### src/rtl/gear_shift_sched_pkg.sv
// ----------------------------------------------------------------------------
// gear_pkg
// Shared definitions for the gear shift scheduler:
//   gear_state_e  - scheduler FSM states (IDLE, DEBOUNCE, SHIFT_DOWN, COMMIT)
//   GEAR_INVALID  - switch code that has no gear behind it
//   gear_ceiling  - maximum speed level allowed in a given gear
// ----------------------------------------------------------------------------
package gear_pkg;

    typedef enum logic [1:0] {
        IDLE       = 2'd0,
        DEBOUNCE   = 2'd1,
        SHIFT_DOWN = 2'd2,
        COMMIT     = 2'd3
    } gear_state_e;

    localparam logic [2:0] GEAR_INVALID = 3'd7;

    // Neutral and the invalid code both map to a zero ceiling; gears 1..6
    // follow 2*g+3.
    function automatic logic [3:0] gear_ceiling(input logic [2:0] gear);
        case (gear)
            3'd1:    return 4'd5;
            3'd2:    return 4'd7;
            3'd3:    return 4'd9;
            3'd4:    return 4'd11;
            3'd5:    return 4'd13;
            3'd6:    return 4'd15;
            default: return 4'd0;
        endcase
    endfunction

endpackage

### src/rtl/gear_shift_sched.sv
// ----------------------------------------------------------------------------
// gear_shift_sched
// Debounces the gear switch, steps the speed down to the new gear's ceiling
// before committing a lower gear, and arbitrates user accel/decel requests.
// Ports:
//   clk_100mhz, rst_btn          clock, asynchronous active-high reset
//   tick_1khz                    1 kHz strobe gating all timing counters
//   accel_pulse, decel_pulse     user step requests (single cycle)
//   gear_sw[2:0]                 synchronised gear switch
//   speed_level[3:0]             level reported by the rpm controller
//   inc_pulse, dec_pulse         registered step commands (single cycle)
//   max_level[3:0]               ceiling of the committed gear
//   gear_active[2:0]             committed gear
//   busy                         high whenever the FSM is not in IDLE
//   fault                        last debounced gear was the invalid code
//   state_dbg                    current FSM state
// ----------------------------------------------------------------------------
module gear_shift_sched
    import gear_pkg::*;
#(
    parameter int GEAR_STABLE_TICKS = 20,
    parameter int STEP_TICKS        = 50
) (
    input  logic        clk_100mhz,
    input  logic        rst_btn,
    input  logic        tick_1khz,
    input  logic        accel_pulse,
    input  logic        decel_pulse,
    input  logic [2:0]  gear_sw,
    input  logic [3:0]  speed_level,
    output logic        inc_pulse,
    output logic        dec_pulse,
    output logic [3:0]  max_level,
    output logic [2:0]  gear_active,
    output logic        busy,
    output logic        fault,
    output gear_state_e state_dbg
);

    localparam logic [15:0] STABLE_LIM = 16'(GEAR_STABLE_TICKS);
    localparam logic [15:0] STEP_LIM   = 16'(STEP_TICKS);

    gear_state_e state;
    logic [2:0]  target;
    logic [15:0] stable_cnt;
    logic [15:0] step_cnt;

    logic [3:0] target_ceil;
    logic       user_inc;
    logic       user_dec;
    logic       sd_dec;

    assign state_dbg   = state;
    assign target_ceil = gear_ceiling(target);

    // Conflicting requests cancel; each direction is gated by the range.
    assign user_inc = accel_pulse && !decel_pulse && (speed_level < max_level);
    assign user_dec = decel_pulse && !accel_pulse && (speed_level != 4'd0);
    // While stepping down, accel is ignored so decel wins outright.
    assign sd_dec   = decel_pulse && (speed_level != 4'd0);

    always_ff @(posedge clk_100mhz or posedge rst_btn) begin
        if (rst_btn) begin
            state       <= IDLE;
            target      <= 3'd0;
            stable_cnt  <= 16'd0;
            step_cnt    <= 16'd0;
            gear_active <= 3'd0;
            max_level   <= 4'd0;
            inc_pulse   <= 1'b0;
            dec_pulse   <= 1'b0;
            busy        <= 1'b0;
            fault       <= 1'b0;
        end else begin
            // The "&& !x_pulse" terms keep every pulse to a single cycle even
            // if two causes land back to back.
            inc_pulse <= 1'b0;
            dec_pulse <= 1'b0;
            case (state)
                IDLE: begin
                    inc_pulse <= user_inc && !inc_pulse;
                    dec_pulse <= user_dec && !dec_pulse;
                    if (gear_sw != gear_active) begin
                        target     <= gear_sw;
                        stable_cnt <= 16'd0;
                        state      <= DEBOUNCE;
                        busy       <= 1'b1;
                    end
                end

                DEBOUNCE: begin
                    inc_pulse <= user_inc && !inc_pulse;
                    dec_pulse <= user_dec && !dec_pulse;
                    if (gear_sw != target) begin
                        target     <= gear_sw;
                        stable_cnt <= 16'd0;
                    end else if (stable_cnt >= STABLE_LIM) begin
                        if (target == GEAR_INVALID) begin
                            fault <= 1'b1;
                            busy  <= 1'b0;
                            state <= IDLE;
                        end else if (speed_level > target_ceil) begin
                            // Entry step; any user inc this cycle is dropped
                            // so the two commands never coincide.
                            inc_pulse <= 1'b0;
                            dec_pulse <= !dec_pulse;
                            step_cnt  <= 16'd0;
                            state     <= SHIFT_DOWN;
                        end else begin
                            state <= COMMIT;
                        end
                    end else if (tick_1khz) begin
                        stable_cnt <= stable_cnt + 16'd1;
                    end
                end

                SHIFT_DOWN: begin
                    dec_pulse <= sd_dec && !dec_pulse;
                    if (gear_sw != target) begin
                        target     <= gear_sw;
                        stable_cnt <= 16'd0;
                        step_cnt   <= 16'd0;
                        state      <= DEBOUNCE;
                    end else if (speed_level <= target_ceil) begin
                        state <= COMMIT;
                    end else if (decel_pulse) begin
                        // A user step restarts the interval so the automatic
                        // step cannot follow it immediately.
                        step_cnt <= 16'd0;
                    end else if (tick_1khz) begin
                        if (step_cnt + 16'd1 >= STEP_LIM) begin
                            step_cnt  <= 16'd0;
                            dec_pulse <= !dec_pulse;
                        end else begin
                            step_cnt <= step_cnt + 16'd1;
                        end
                    end
                end

                COMMIT: begin
                    inc_pulse   <= user_inc && !inc_pulse;
                    dec_pulse   <= user_dec && !dec_pulse;
                    gear_active <= target;
                    max_level   <= gear_ceiling(target);
                    fault       <= 1'b0;
                    busy        <= 1'b0;
                    state       <= IDLE;
                end

                default: begin
                    busy  <= 1'b0;
                    state <= IDLE;
                end
            endcase
        end
    end

endmodule
### config.mk
export PLATFORM = sky130hd
export DESIGN_NAME = gear_shift_sched
export DESIGN_NICKNAME = d
export VERILOG_FILES = /design/src/rtl/gear_shift_sched_pkg.sv /design/src/rtl/gear_shift_sched.sv
export SDC_FILE = /design/constraint.sdc
export NUM_CORES = 1
export LEC_CHECK = 0
export ABC_AREA = 1
export CAP_MARGIN = 20
export CORE_ASPECT_RATIO = 1.2
export CORE_MARGIN = 5
export CORE_UTILIZATION = 45
export CTS_BUF_LIST = sky130_fd_sc_hd__clkbuf_16
export DETAILED_ROUTE_END_ITERATION = 16
export GPL_ROUTABILITY_DRIVEN = 0
export PLACE_DENSITY = 0.73
export SYNTH_ARGS = -nofsm -noshare
export SYNTH_HDL_FRONTEND = slang
export SYNTH_SLANG_ARGS = --single-unit
### constraint.sdc
create_clock -name clk_100mhz -period 2.8 [get_ports clk_100mhz]
set_clock_uncertainty 0.05 [all_clocks]
set_input_delay 0.42 -clock clk_100mhz [delete_from_list [all_inputs] [get_ports clk_100mhz]]
set_output_delay 0.42 -clock clk_100mhz [all_outputs]
set_load 0.005 [all_outputs]
==> flow_summary.yaml, run 1 <==
layout:
  layout_common_cells: "89 x nand2_1, 63 x inv_1, 48 x nor2_1"
  final.fill_count: 610
  nNetsFinal: 457
  final_common_cell: "nand2_1"
  diodes: 0
  finalCoreUtilization: 0.5431
  layout-drive-gt1-share: 0.09882
  area_growth_pct: 17.61
routing:
  drt-initial-drc-count: 68
  ant_nets: 0
  wl_met3_um: 213
  wl_met2_um: 3115
  top_layer: "met4"
  drc_errors: 0
  post_drt_wl_per_cell_um: 11.83
  drt-vias-per-instance: 4.937
  vias: 2518
  drtPass1Iterations: 4
  m1WireLength_um: 2555
  routed_wirelength_um: 6032
clock_tree:
  cts_tree: "yes"
  clockBufferDepth: 2
  cts_resized: 0
  cts-root-buf: "clkbuf_16"
  cts.sinks: 48
  htreeDepth: 2
  clkLatencyLatePin_ns: 0.29
  path_clk_slew_ns: 0.06
  tritoncts.num_buffers: 5
  cts_setup_buffers: 0
  cts.hold.buffers_added: 0
synth:
  synth_top_cells_by_area: "dfrtp_1 40%, nand2_1 11%, ha_1 8.8%"
  ys.flop_type: "dfrtp_1"
  synth.net_count: 427
  ys_seq_area_frac: 0.4035
  yosys_warnings: 0
  avgSynthCellArea_sq_um: 7.555
  synthArstFlopShare: 1.000
  synth_top_area_cell: "dfrtp_1"
  synthCells: 394
  synth-seq-cells: 48
  synth_top_area_share: 0.4035
  synth_edf_count: 0
  synth_cell_types: 30
  syn_area_sq_um: 2977
outcome:
  outcome: "completed"
timing:
  fin_hold_ws_ns: 0.4399
  fmax_mhz: 398.4
  final_max_slew_viol_count: 0
  tightest_slew_ns: 0.6788
  rsz0062_at_grt: "false"
  slew_headroom: 0.5433
  finalCritPeriodShare: 0.8964
  fin_crit_ns: 2.510
  fin_tns_setup_ns: 0
  setup_violations: 0
  hold_viol: 0
place:
  port_buffers: 24
  place_hpwl_um: 4664
power:
  p_per_area_nw_per_um2: 818.1
  comb_power_share: 0.440
  irDropWorstVdd_mv: 0.5990
  p_leak_nw: 1.651
  p_switching_mw: 1.114
  p_seq_frac: 0.326
  p_clk_frac: 0.234
  p_sw_frac: 0.3888
  intPower_mw: 1.750
critical_path:
  r2r_start: "target[1]"
  timing.reg2reg.setup_slack_ns: 0.29
  cp.arrival_ns: 2.64
  cp_cell_sequence: "inv_1 > ha_1 > inv_1 > a21oi_1 > nor2_1 > ha_1 > nand2_1 > o21ai_0 > nand3_1 > nand2_1 > nand2_2 > nor2_4 > buf_4 > nor2_1"
  cp_slowest_stage_delay_ns: 0.44
  crit_path_start_kind: "flip-flop"
  endpoint_kind: "flip-flop"
  crit_path_top_delay_cell: "dfrtp_2"
  startpoint: "target[1]"
  cp_data_required_time_ns: 2.93
  r2r-end: "step_cnt[8]"
  crit_path_max_fanout: 10
  endpoint: "step_cnt[8]"
  reg2regPathDepth: 14
  path_class: "reg -> reg"
die:
  rows: 32
  core_region_area_sq_um: 6446
  fp.dieW_um: 84.25
  start_util: 0.4618
  die_y_um: 99.10
  io_pins: 25
  dieArea_sq_um: 8348
global_route:
  grt_max_degree: 49
  antenna_found_initial: 0
  grt_usage: 0.1572
  grt_pass1_vias: 2547
  grt-ovfl-total: 0
  grt_first_pass_wirelength_um: 10870
flow_run:
  drv_cap: 0
min_path:
  hold_path_class: "in -> async"
-- sequential cells by signal, summed over array words and instances, names as in the netlist --
name         flops
busy             1
dec_pulse        1
fault            1
gear_active      3
inc_pulse        1
max_level        4
stable_cnt      16
state_dbg        2
step_cnt        16
target           3
-- power groups by stage --
stage	registers [mW]	logic (mW)	clock network (mW)
final	0.935	1.26	0.669
after floorplan	0.924	0.869	0
after detailed placement	0.945	1.26	0
after global placement	0.943	1.23	0
after CTS	0.935	1.28	0.687
after global routing	0.957	1.47	0.712
-- critical path, delay by kind of cell (launching register included) --
kind	cells	cell delay [ns]
flops	1	0.44
buf+inv	3	0.37
compound gates	2	0.37
simple gates	7	0.69
fa+ha+maj	2	0.47
-- cells by family (layout without fill, tap and decap cells) --
logic type,Yosys count,count (layout),synth area share
fa+ha+maj,21,21,0.08827
xor+xnor,7,7,0.02060
simple gates,201,201,0.3123
flops,48,48,0.4035
buf+inv,73,104,0.09541
compound gates,44,44,0.07987
-- through the flow --
stage          area [sq um]  setup WS [ns]  std cells  power [mW]
2_1_floorplan          2977         0.5574        394       1.793
3_3_place_gp           3331         0.3410        502       2.176
3_5_place_dp           3331         0.2492        502       2.204
4_1_cts                3498         0.2103        510       2.902
5_1_grt                3501        0.01571        510       3.143
6_report               3501         0.2901        510       2.864
-- synth_stat cells, types with 2 or more instances --
library cell and instances:
nand2_1 89, inv_1 64, dfrtp_1 48, nor2_1 48
nand3_1 25, o21ai_0 25, ha_1 21, a21oi_1 9
nand4_1 8, nor2_4 7, nand2_2 6, nor3_1 6
inv_2 5, xnor2_1 5, nor2_2 4, o21ai_1 4
nor4_1 3, nand3_2 2, o21a_1 2, or2_2 2
xor2_1 2
-- per-layer routing --
layer,vias up,track usage
li1,1297,-
met1,1165,0.1801
met2,44,0.2831
met3,12,0.03231
met4,0,0.06559
met5,-,0
-- area by class of cell --
class	instances	area (sq um)	area share
Multi-Input combinational cell	273	1491	0.4260
Sequential cell	48	1204	0.3438
Timing Repair Buffer	26	267.8	0.07648
Inverter	70	264.0	0.07541
Clock buffer	5	125.1	0.03574
Tap cell	85	106.4	0.03038
Clock inverter	3	42.54	0.01215
-- worst min-delay path by stage --
stage	to	slack, ns	depth (start not counted)
2_1_floorplan	stable_cnt[11]	0.41	2
3_3_place_gp	fault	0.42	2
3_5_place_dp	busy	0.42	2
4_1_cts	stable_cnt[15]	0.44	2
5_1_grt	stable_cnt[13]	0.47	2
6_report	stable_cnt[5]	0.44	3
No activity file was read; power rests on OpenSTA's default activity.
==> run 2, diff against run 1 <==
--- a/config.mk
+++ b/config.mk
@@ -13,7 +13,8 @@
 export CTS_BUF_LIST = sky130_fd_sc_hd__clkbuf_16
 export DETAILED_ROUTE_END_ITERATION = 16
 export GPL_ROUTABILITY_DRIVEN = 0
-export PLACE_DENSITY = 0.73
+export PLACE_DENSITY = 0.71
+export RECOVER_POWER = 100
 export SYNTH_ARGS = -nofsm -noshare
 export SYNTH_HDL_FRONTEND = slang
 export SYNTH_SLANG_ARGS = --single-unit
==> flow_summary.yaml, run 2 (synthesis results as in run 1) <==
global_route:
  antenna_found_initial: 0
  grt-ovfl-total: 0
  grt_usage: 0.1552
  grt_first_pass_wirelength_um: 10650
  grt_max_degree: 20
  grt_pass1_vias: 2474
die:
  fp.dieW_um: 84.25
  dieArea_sq_um: 8348
  rows: 32
  core_region_area_sq_um: 6446
  io_pins: 25
  die_y_um: 99.10
  start_util: 0.4618
layout:
  nNetsFinal: 458
  final_common_cell: "nand2_1"
  layout-drive-gt1-share: 0.07981
  layout_common_cells: "91 x nand2_1, 65 x inv_1, 49 x nor2_1"
  diodes: 0
  area_growth_pct: 15.64
  top_regs: "stable_cnt (16), step_cnt (16), max_level (4)"
  final_area_sq_um: 3442
clock_tree:
  htreeDepth: 2
  tritoncts.num_buffers: 5
  clkLatencyLatePin_ns: 0.29
  clockBufferDepth: 2
  cts_setup_buffers: 0
  path_clk_slew_ns: 0.06
  cts.sinks: 48
  cts-root-buf: "clkbuf_16"
  cts_tree: "yes"
routing:
  drt-initial-drc-count: 62
  ant_nets: 0
  drt-vias-per-instance: 4.855
  routed_wirelength_um: 6009
  post_drt_wl_per_cell_um: 11.76
  vias: 2481
  drtPass1Iterations: 4
  drc_errors: 0
min_path:
  hold_path_class: "reg -> reg"
  worstHoldStart: "stable_cnt[10]"
  min_to: "stable_cnt[10]"
  hold_depth: 2
timing:
  hold_viol: 0
  rsz0062_at_grt: "false"
  fmax_mhz: 407.8
  setup_violations: 0
  fin_tns_setup_ns: 0
  fin_crit_ns: 2.452
  slew_headroom: 0.3006
  final_max_slew_viol_count: 0
  fin_hold_ws_ns: 0.4399
  tightest_slew_ns: 1.049
  finalCritPeriodShare: 0.8758
  fin_ws_ns: 0.3479
critical_path:
  reg2regPathDepth: 16
  crit_path_start_kind: "flip-flop"
  timing.critical_path.mode_cell: "nand2_1"
  timing.reg2reg.setup_slack_ns: 0.35
  r2r-end: "step_cnt[4]"
  cp.arrival_ns: 2.62
  endpoint_kind: "flip-flop"
  cp_slowest_stage_delay_ns: 0.43
  cp_data_required_time_ns: 2.97
  cp_cell_sequence: "inv_1 > ha_1 > nand2_1 > nand2_1 > inv_1 > nand3_1 > ha_1 > nor2_1 > nor2_1 > o21ai_1 > nand3_1 > nand2_1 > nand2_1 > nor2_4 > nand3_2 > o21ai_1"
  r2r_start: "target[1]"
  path_class: "reg -> reg"
  crit_path_top_delay_cell: "dfrtp_1"
  crit_path_max_fanout: 7
place:
  place_ws_ns: 0.2248
  port_buffers: 24
  place_hpwl_um: 4761
  place_area_sq_um: 3326
flow_run:
  drv_cap: 0
power:
  p_per_area_nw_per_um2: 790.3
  irDropWorstVdd_mv: 0.5805
  p_leak_nw: 1.653
outcome:
  outcome: "completed"
[run 2: cell types whose count changed in the layout (fill, tap and decap cells not counted), sizes merged]
cell           delta
clkdlybuf4s50    -14
dlygate4sd3      +14
clkbuf            +2
buf               -1
bufinv            -1
inv               +1
[run 2: worst max-delay path by stage]
stage	from	cells past startpoint	slack, ns	endpoint
detailed placement	target[0]	16	0.22	step_cnt[13]
CTS	target[0]	16	0.19	step_cnt[13]
finish	target[1]	16	0.35	step_cnt[4]
global route	target[0]	16	0.06	step_cnt[4]
floorplan	target[0]	16	0.56	step_cnt[10]
global placement	speed_level[1]	12	0.33	step_cnt[15]
[run 2: layout make-up]
class                   instances  area [sq um]
flip-flops and latches         48          1202
well taps                      85         106.4
clock buffers                   5         125.1
repair buffers                 27         255.2
inverters                      70         264.0
fillers                       628          3004
clock inverters                 3         17.52
multi-input cells             273          1471
[run 2: critical path, delay by kind of cell (launching register included)]
family	cells	cell delay (ns)
and+or+nand+nor	10	1.04
DFF	1	0.43
adders and majority gates	2	0.37
buffers and inverters	2	0.18
AOI/OAI and AO/OA	2	0.31
[run 2: where the power goes]
part           leakage (nW)  internal (mW)  total [mW]  switching (mW)
Combinational         0.939          0.477        1.21           0.734
Sequential            0.642          0.814       0.927           0.113
Clock                0.0716          0.329       0.582           0.253
[run 2: stage by stage]
stage / cells / power [mW] / util
after CTS: 511 / 2.808 / 0.5380
after global routing: 511 / 2.986 / 0.5340
after detailed placement: 503 / 2.200 / 0.5159
after floorplan: 394 / 1.793 / -
final: 511 / 2.720 / 0.5340
after global placement: 503 / 2.178 / 0.5159
[run 2: repair_timing]
item,in CTS,in global routing
resized for setup,0,2
setup endpoints to repair,0,16
hold buffers,0,0
[run 2: metal layers]
layer / vias to the layer above / GRT usage / wire length [um]
met3: 9 / 0.02983 / 174
met5: - / 0 / 0
met4: 0 / 0.05817 / 106
li1: 1304 / - / -
met2: 29 / 0.2661 / 2995
met1: 1139 / 0.1933 / 2732
